## src/rtl/redmule_mx_w_packer.sv

```systemverilog
// Splits the MX weight stream (exponent beat + up to BLKS_PER_EXP value beats) into value/exponent pairs.
// Define REDMULE_MX_WPACK_REG_EN to register the output pair (latency 1, full throughput).
module redmule_mx_w_packer #(
    parameter int unsigned DATA_W    = 256,
    parameter int unsigned NUM_LANES = 8
) (
    input  logic                   clk_i,
    input  logic                   rst_i,
    input  logic                   start_i,
    input  logic [15:0]            num_val_beats_i,
    output logic                   busy_o,
    output logic                   done_o,
    input  logic                   in_valid_i,
    output logic                   in_ready_o,
    input  logic [DATA_W-1:0]      in_data_i,
    output logic                   mx_val_valid_o,
    input  logic                   mx_val_ready_i,
    output logic [DATA_W-1:0]      mx_val_data_o,
    output logic                   mx_exp_valid_o,
    input  logic                   mx_exp_ready_i,
    output logic [NUM_LANES*8-1:0] mx_exp_data_o
);
    localparam int unsigned NUM_GROUPS   = DATA_W / 8 / NUM_LANES;
    localparam int unsigned EXP_PER_BEAT = DATA_W / 8;
    localparam int unsigned BLKS_PER_EXP = EXP_PER_BEAT / NUM_GROUPS;
    localparam int unsigned GRP_W        = NUM_GROUPS * 8;
    localparam int unsigned EXP_W        = NUM_LANES * 8;
    localparam int unsigned BLK_W        = (BLKS_PER_EXP > 1) ? $clog2(BLKS_PER_EXP) : 1;

    localparam logic [1:0] S_IDLE = 2'd0;
    localparam logic [1:0] S_EXP  = 2'd1;
    localparam logic [1:0] S_VAL  = 2'd2;

    logic [1:0]        state_q;
    logic [15:0]       remaining_q;
    logic [BLK_W-1:0]  blk_cnt_q;
    logic [DATA_W-1:0] exp_reg_q;
    logic              done_zero_q;
    logic [EXP_W-1:0]  exp_slice;
    logic              pair_xfer, in_fire, val_accept, last_beat, start_ok;

    always_comb begin
        exp_slice = '0;
        exp_slice[GRP_W-1:0] = exp_reg_q[blk_cnt_q*GRP_W +: GRP_W];
    end

    assign pair_xfer  = mx_val_valid_o && mx_val_ready_i && mx_exp_ready_i;
    assign in_fire    = in_valid_i && in_ready_o;
    assign val_accept = (state_q == S_VAL) && in_fire;
    assign last_beat  = (remaining_q == 16'd1);
    assign start_ok   = start_i && !busy_o;

`ifdef REDMULE_MX_WPACK_REG_EN
    logic              out_full_q, out_last_q;
    logic [DATA_W-1:0] out_val_q;
    logic [EXP_W-1:0]  out_exp_q;

    // The slot refills in the same cycle it drains, so back-to-back pairs keep full rate.
    assign in_ready_o     = (state_q == S_EXP) ||
                            ((state_q == S_VAL) && (!out_full_q || pair_xfer));
    assign mx_val_valid_o = out_full_q;
    assign mx_exp_valid_o = out_full_q;
    assign mx_val_data_o  = out_val_q;
    assign mx_exp_data_o  = out_exp_q;
    assign busy_o         = (state_q != S_IDLE) || out_full_q;
    assign done_o         = done_zero_q || (pair_xfer && out_last_q && !rst_i);

    always_ff @(posedge clk_i) begin
        if (rst_i) begin
            out_full_q <= 1'b0;
            out_last_q <= 1'b0;
            out_val_q  <= '0;
            out_exp_q  <= '0;
        end else if (val_accept) begin
            out_full_q <= 1'b1;
            out_last_q <= last_beat;
            out_val_q  <= in_data_i;
            out_exp_q  <= exp_slice;
        end else if (pair_xfer) begin
            out_full_q <= 1'b0;
        end
    end
`else
    assign in_ready_o     = (state_q == S_EXP) ||
                            ((state_q == S_VAL) && mx_val_ready_i && mx_exp_ready_i);
    assign mx_val_valid_o = (state_q == S_VAL) && in_valid_i;
    assign mx_exp_valid_o = mx_val_valid_o;
    assign mx_val_data_o  = (state_q == S_VAL) ? in_data_i : '0;
    assign mx_exp_data_o  = (state_q == S_VAL) ? exp_slice : '0;
    assign busy_o         = (state_q != S_IDLE);
    assign done_o         = done_zero_q || (val_accept && last_beat && !rst_i);
`endif

    always_ff @(posedge clk_i) begin
        if (rst_i) begin
            state_q     <= S_IDLE;
            remaining_q <= '0;
            blk_cnt_q   <= '0;
            exp_reg_q   <= '0;
            done_zero_q <= 1'b0;
        end else begin
            done_zero_q <= 1'b0;
            case (state_q)
                S_IDLE: begin
                    if (start_ok) begin
                        if (num_val_beats_i == 16'd0) begin
                            done_zero_q <= 1'b1;
                        end else begin
                            remaining_q <= num_val_beats_i;
                            blk_cnt_q   <= '0;
                            state_q     <= S_EXP;
                        end
                    end
                end
                S_EXP: begin
                    if (in_fire) begin
                        exp_reg_q <= in_data_i;
                        state_q   <= S_VAL;
                    end
                end
                S_VAL: begin
                    if (val_accept) begin
                        remaining_q <= remaining_q - 16'd1;
                        blk_cnt_q   <= (blk_cnt_q == BLK_W'(BLKS_PER_EXP - 1)) ? '0 : blk_cnt_q + 1'b1;
                        // A short final group ends the job here instead of waiting for a full block.
                        if (last_beat)
                            state_q <= S_IDLE;
                        else if (blk_cnt_q == BLK_W'(BLKS_PER_EXP - 1))
                            state_q <= S_EXP;
                    end
                end
                default: state_q <= S_IDLE;
            endcase
        end
    end
endmodule

```

## config.mk

```make
export PLATFORM = sky130hd
export DESIGN_NAME = redmule_mx_w_packer
export DESIGN_NICKNAME = d
export VERILOG_FILES = /design/src/rtl/redmule_mx_w_packer.sv
export SDC_FILE = /design/constraint.sdc
export NUM_CORES = 1
export LEC_CHECK = 0
export ABC_AREA = 1
export ABC_CLOCK_PERIOD_IN_PS = 1450
export CAP_MARGIN = 20
export CORE_AREA = 2 2 234 236
export CTS_BUF_LIST = sky130_fd_sc_hd__clkbuf_16
export DETAILED_ROUTE_END_ITERATION = 8
export DIE_AREA = 0 0 236 238
export PLACE_DENSITY = 0.66
export SLEW_MARGIN = 25
export SYNTH_ARGS = -nofsm -noshare
export SYNTH_HDL_FRONTEND = slang
export SYNTH_SLANG_ARGS = --single-unit
export TNS_END_PERCENT = 100
```

## constraint.sdc

```tcl
create_clock -name clk_i -period 1.45 [get_ports clk_i]
set_input_delay 0.145 -clock clk_i [delete_from_list [all_inputs] [get_ports clk_i]]
set_output_delay 0.145 -clock clk_i [all_outputs]
set_load 0.005 [all_outputs]
```

==> metrics.csv <==
stage,metric,value,unit
status,status,"complete, but fails checks",
status,failing checks,negative setup slack,
detailed_routing,WL met1,32.4,mm
cells_and_area,most frequent cells in the layout,"453 x buf_4, 415 x inv_1, 389 x a21oi_1, 317 x clkdlybuf4s50_1, 274 x dfxtp_1",
setup_path,CP Launch Type,register,
pwr,clock share of power,20.1,%
setup_path,Top delay family on crit path,buffers and inverters,
timing,Hold WS,0.0490,ns
timing,relative slew slack,52.5,%
synth,Synth Register Bits,278,
min_path,Hold Crit Class,in -> reg,
detailed_routing,DRC violations left,0,
detailed_routing,DRT iter0 DRCs,1493,
pwr,Internal,23.2,mW
floorplan,die span in x,236,um
timing,period utilisation layout,158,%
detailed_routing,WL met2,37.9,mm
pwr,Power Density,1440,nW/um2
global_route,largest net degree at the start of global routing,137,
placed_design,I/O Buffers,570,
synth,Yosys warning count,0,
setup_path,crit path max fanout,20,
synth,Mapped Cells,2381,
placed_design,cell total after placement,3936,
detailed_routing,metal3 WL,5.39,mm
cells_and_area,fin cells,4029,
detailed_routing,wire per inst,19.3,um
pwr,Net Sw Frac,39.2,%
detailed_routing,top layer in use,met4,
setup_path,path depth of the worst reg2reg path,11,
pwr,Sw Pwr,14.9,mW
clock_network,clock latency on the worst-skew pair,0.57,ns
timing,minimum clock period,2.29,ns
global_route,vias in the first global route,17800,
synth,Syn Area/Cell,6.28,um2
cells_and_area,Area Overhead vs Synth,77.2,%
setup_path,worst path arrival time,2.15,ns
timing,Layout Skew,0.0129,ns
placed_design,final RePlAce weighted congestion,0.924,
placed_design,Final HPWL DP,59.6,mm
setup_path,Worst Setup Path Type,reg -> out,
setup_path,sequence of cells on the critical path,inv_2 -> nor2_4 -> buf_8 -> inv_16 -> buf_16 -> nor2_1 -> clkdlybuf4s50_1,
detailed_routing,DRT Pass-1 Iters,8,
clock_network,CTS clock-pin slew for the worst setup and hold paths,0.06,ns
floorplan,I/O pins,603,
setup_path,Buffers & Inverters on Critical Path,5,
timing,Final WS setup,-0.842,ns
clock_network,Max clock buf depth,3,
detailed_routing,"antenna viol nets, final",0,
synth,post-synthesis sequential area ratio,37.2,%
clock_network,clk sinks,278,
clock_network,CTS root buf,clkbuf_16,
pwr,Seq pwr share,26.1,%
clock_network,cts bufs inserted,30,
detailed_routing,Via density,4.72,
flow_run,max-capacitance violation count,0,
floorplan,Core Rows,85,
floorplan,Starting Density,27.9,%
synth,cell area after synthesis,14900,um2
pwr,Design Power,38.1,mW
timing,Final setup viols,502,
timing,Slew Limit Fails,0,
cells_and_area,Finished Core Util,49.5,%
min_path,hold depth,4,
global_route,GR Util All Layers,25.7,%
synth,post-synth cell types,28,
placed_design,DP Worst Slack,-0.914,ns
setup_path,crit path max-delay cell type,clkdlybuf4s50_1,
setup_path,CP max stage delay,0.51,ns
timing,maximum clock frequency,0.436,GHz
floorplan,Die Height,238,um
global_route,first-pass GRT wire length,111,mm
floorplan,die area,56200,um2
global_route,gr ovfl total,0,
detailed_routing,via count,19000,
setup_path,Crit. End Element,primary output,
cells_and_area,"commonest non-fill, non-tap cell in the layout",buf_4,
timing,Worst-Margin Slew,0.712,ns
pwr,VDD IR-drop max,823,uV
cells_and_area,NumNets Final,3593,
pwr,Gate power share,53.9,%
pwr,P_leak,13.0,nW
detailed_routing,final WL,77.6,mm
timing,RSZ-0062 raised after global routing,true,
setup_path,Critical Path Stages,7,
clock_network,TritonCTS clock tree,yes,
setup_path,Crit path required time,1.31,ns
global_route,antenna violations before repair,1,
timing,number of hold violations in the final report,0,
floorplan,Core ar.,53500,um2
cells_and_area,layout cells sized above 1,24.8,%
clock_network,H-tree level count,1,
## routing by layer
layer,track usage [%],up-vias
li1,-,9399
met1,32.9,8723
met2,45.6,794
met3,3.66,96
met4,5.75,0
met5,0,-
## cell usage after synthesis (all sizes together)
cell	n	area share [%]
nor3	3	0.10
conb	1	0.025
o21ai	274	9.2
nand3b	1	0.050
a41o	1	0.067
a21oi	400	13
inv	415	10
o21bai	1	0.050
nand2	246	6.2
nor2	314	8.0
buf	114	4.4
dfxtp	278	37
clkbuf	105	2.6
xor2	1	0.059
a31oi	33	1.4
nand4	7	0.29
nand3	178	6.0
or2	5	0.21
ha	4	0.33
## final timing paths
check                       endpoint  slack [ns]           from
setup / recovery  mx_val_data_o[188]       -0.84     state_q[1]
hold reg to reg        exp_reg_q[94]        0.46  exp_reg_q[94]
hold / removal        exp_reg_q[215]        0.05     in_valid_i
setup reg to reg        blk_cnt_q[0]       -0.33     state_q[1]
## timing repair
| item | CTS | global route |
|---|---|---|
| buffers inserted | 9 | 15 |
| pin swaps | 34 | 16 |
| resized for setup | 451 | 335 |
| hold buffers | 0 | 0 |
| setup endpoints to repair | 491 | 565 |
| cloned | 6 | 10 |
## stage by stage
step,setup TNS [ns],area [um2]
6_report,-197.07,26500
5_1_grt,-242.10,26500
4_1_cts,-233.04,26000
3_5_place_dp,-117.25,24700
3_3_place_gp,-114.75,24700
2_1_floorplan,0,15100
## layout make-up
class                           count  area (um2)
Multi-Input combinational cell   1500        7510
Fill cell                        5301       27000
Clock buffer                       31         776
Clock inverter                     22         181
Antenna cell                        1        2.50
Timing Repair inverter              1        8.76
Sequential cell                   278        5580
Tap cell                          696         871
Inverter                          415        1600
Timing Repair Buffer             1085        9970
## cell families after synthesis
logic type,Yosys count,synth area share (%)
buf+inv,634,17.5
compound gates,709,24.1
other cells,1,0.0251
simple gates,754,20.8
fa+ha+maj,4,0.335
xor+xnor,1,0.0586
flops,278,37.2
## worst register-to-register path, stage by stage, from the launching register on
cell and delay [ns]:
dfxtp_2 0.32, inv_2 0.07, nor2_4 0.05, buf_8 0.14, buf_4 0.14, nand2_2 0.09
nand2_2 0.06, nor2_2 0.14, nand2_2 0.11, inv_2 0.25, o21ai_0 0.15, nor2_1 0.17
## sequential cells by signal (all words and copies together), names as in the netlist
register	count
exp_reg_q	256
done_zero_q	1
remaining_q	16
state_q	2
blk_cnt_q	3
## power by group through the flow
stage | registers, mW | logic, mW | clock network [mW]
finish | 9.93 | 20.5 | 7.65
global route | 10.1 | 22.2 | 8.05
CTS | 9.90 | 19.5 | 7.73
detailed placement | 10.0 | 18.7 | 0
global placement | 9.99 | 18.6 | 0
floorplan | 9.78 | 8.31 | 0
Power figures use the tool's default switching activity.
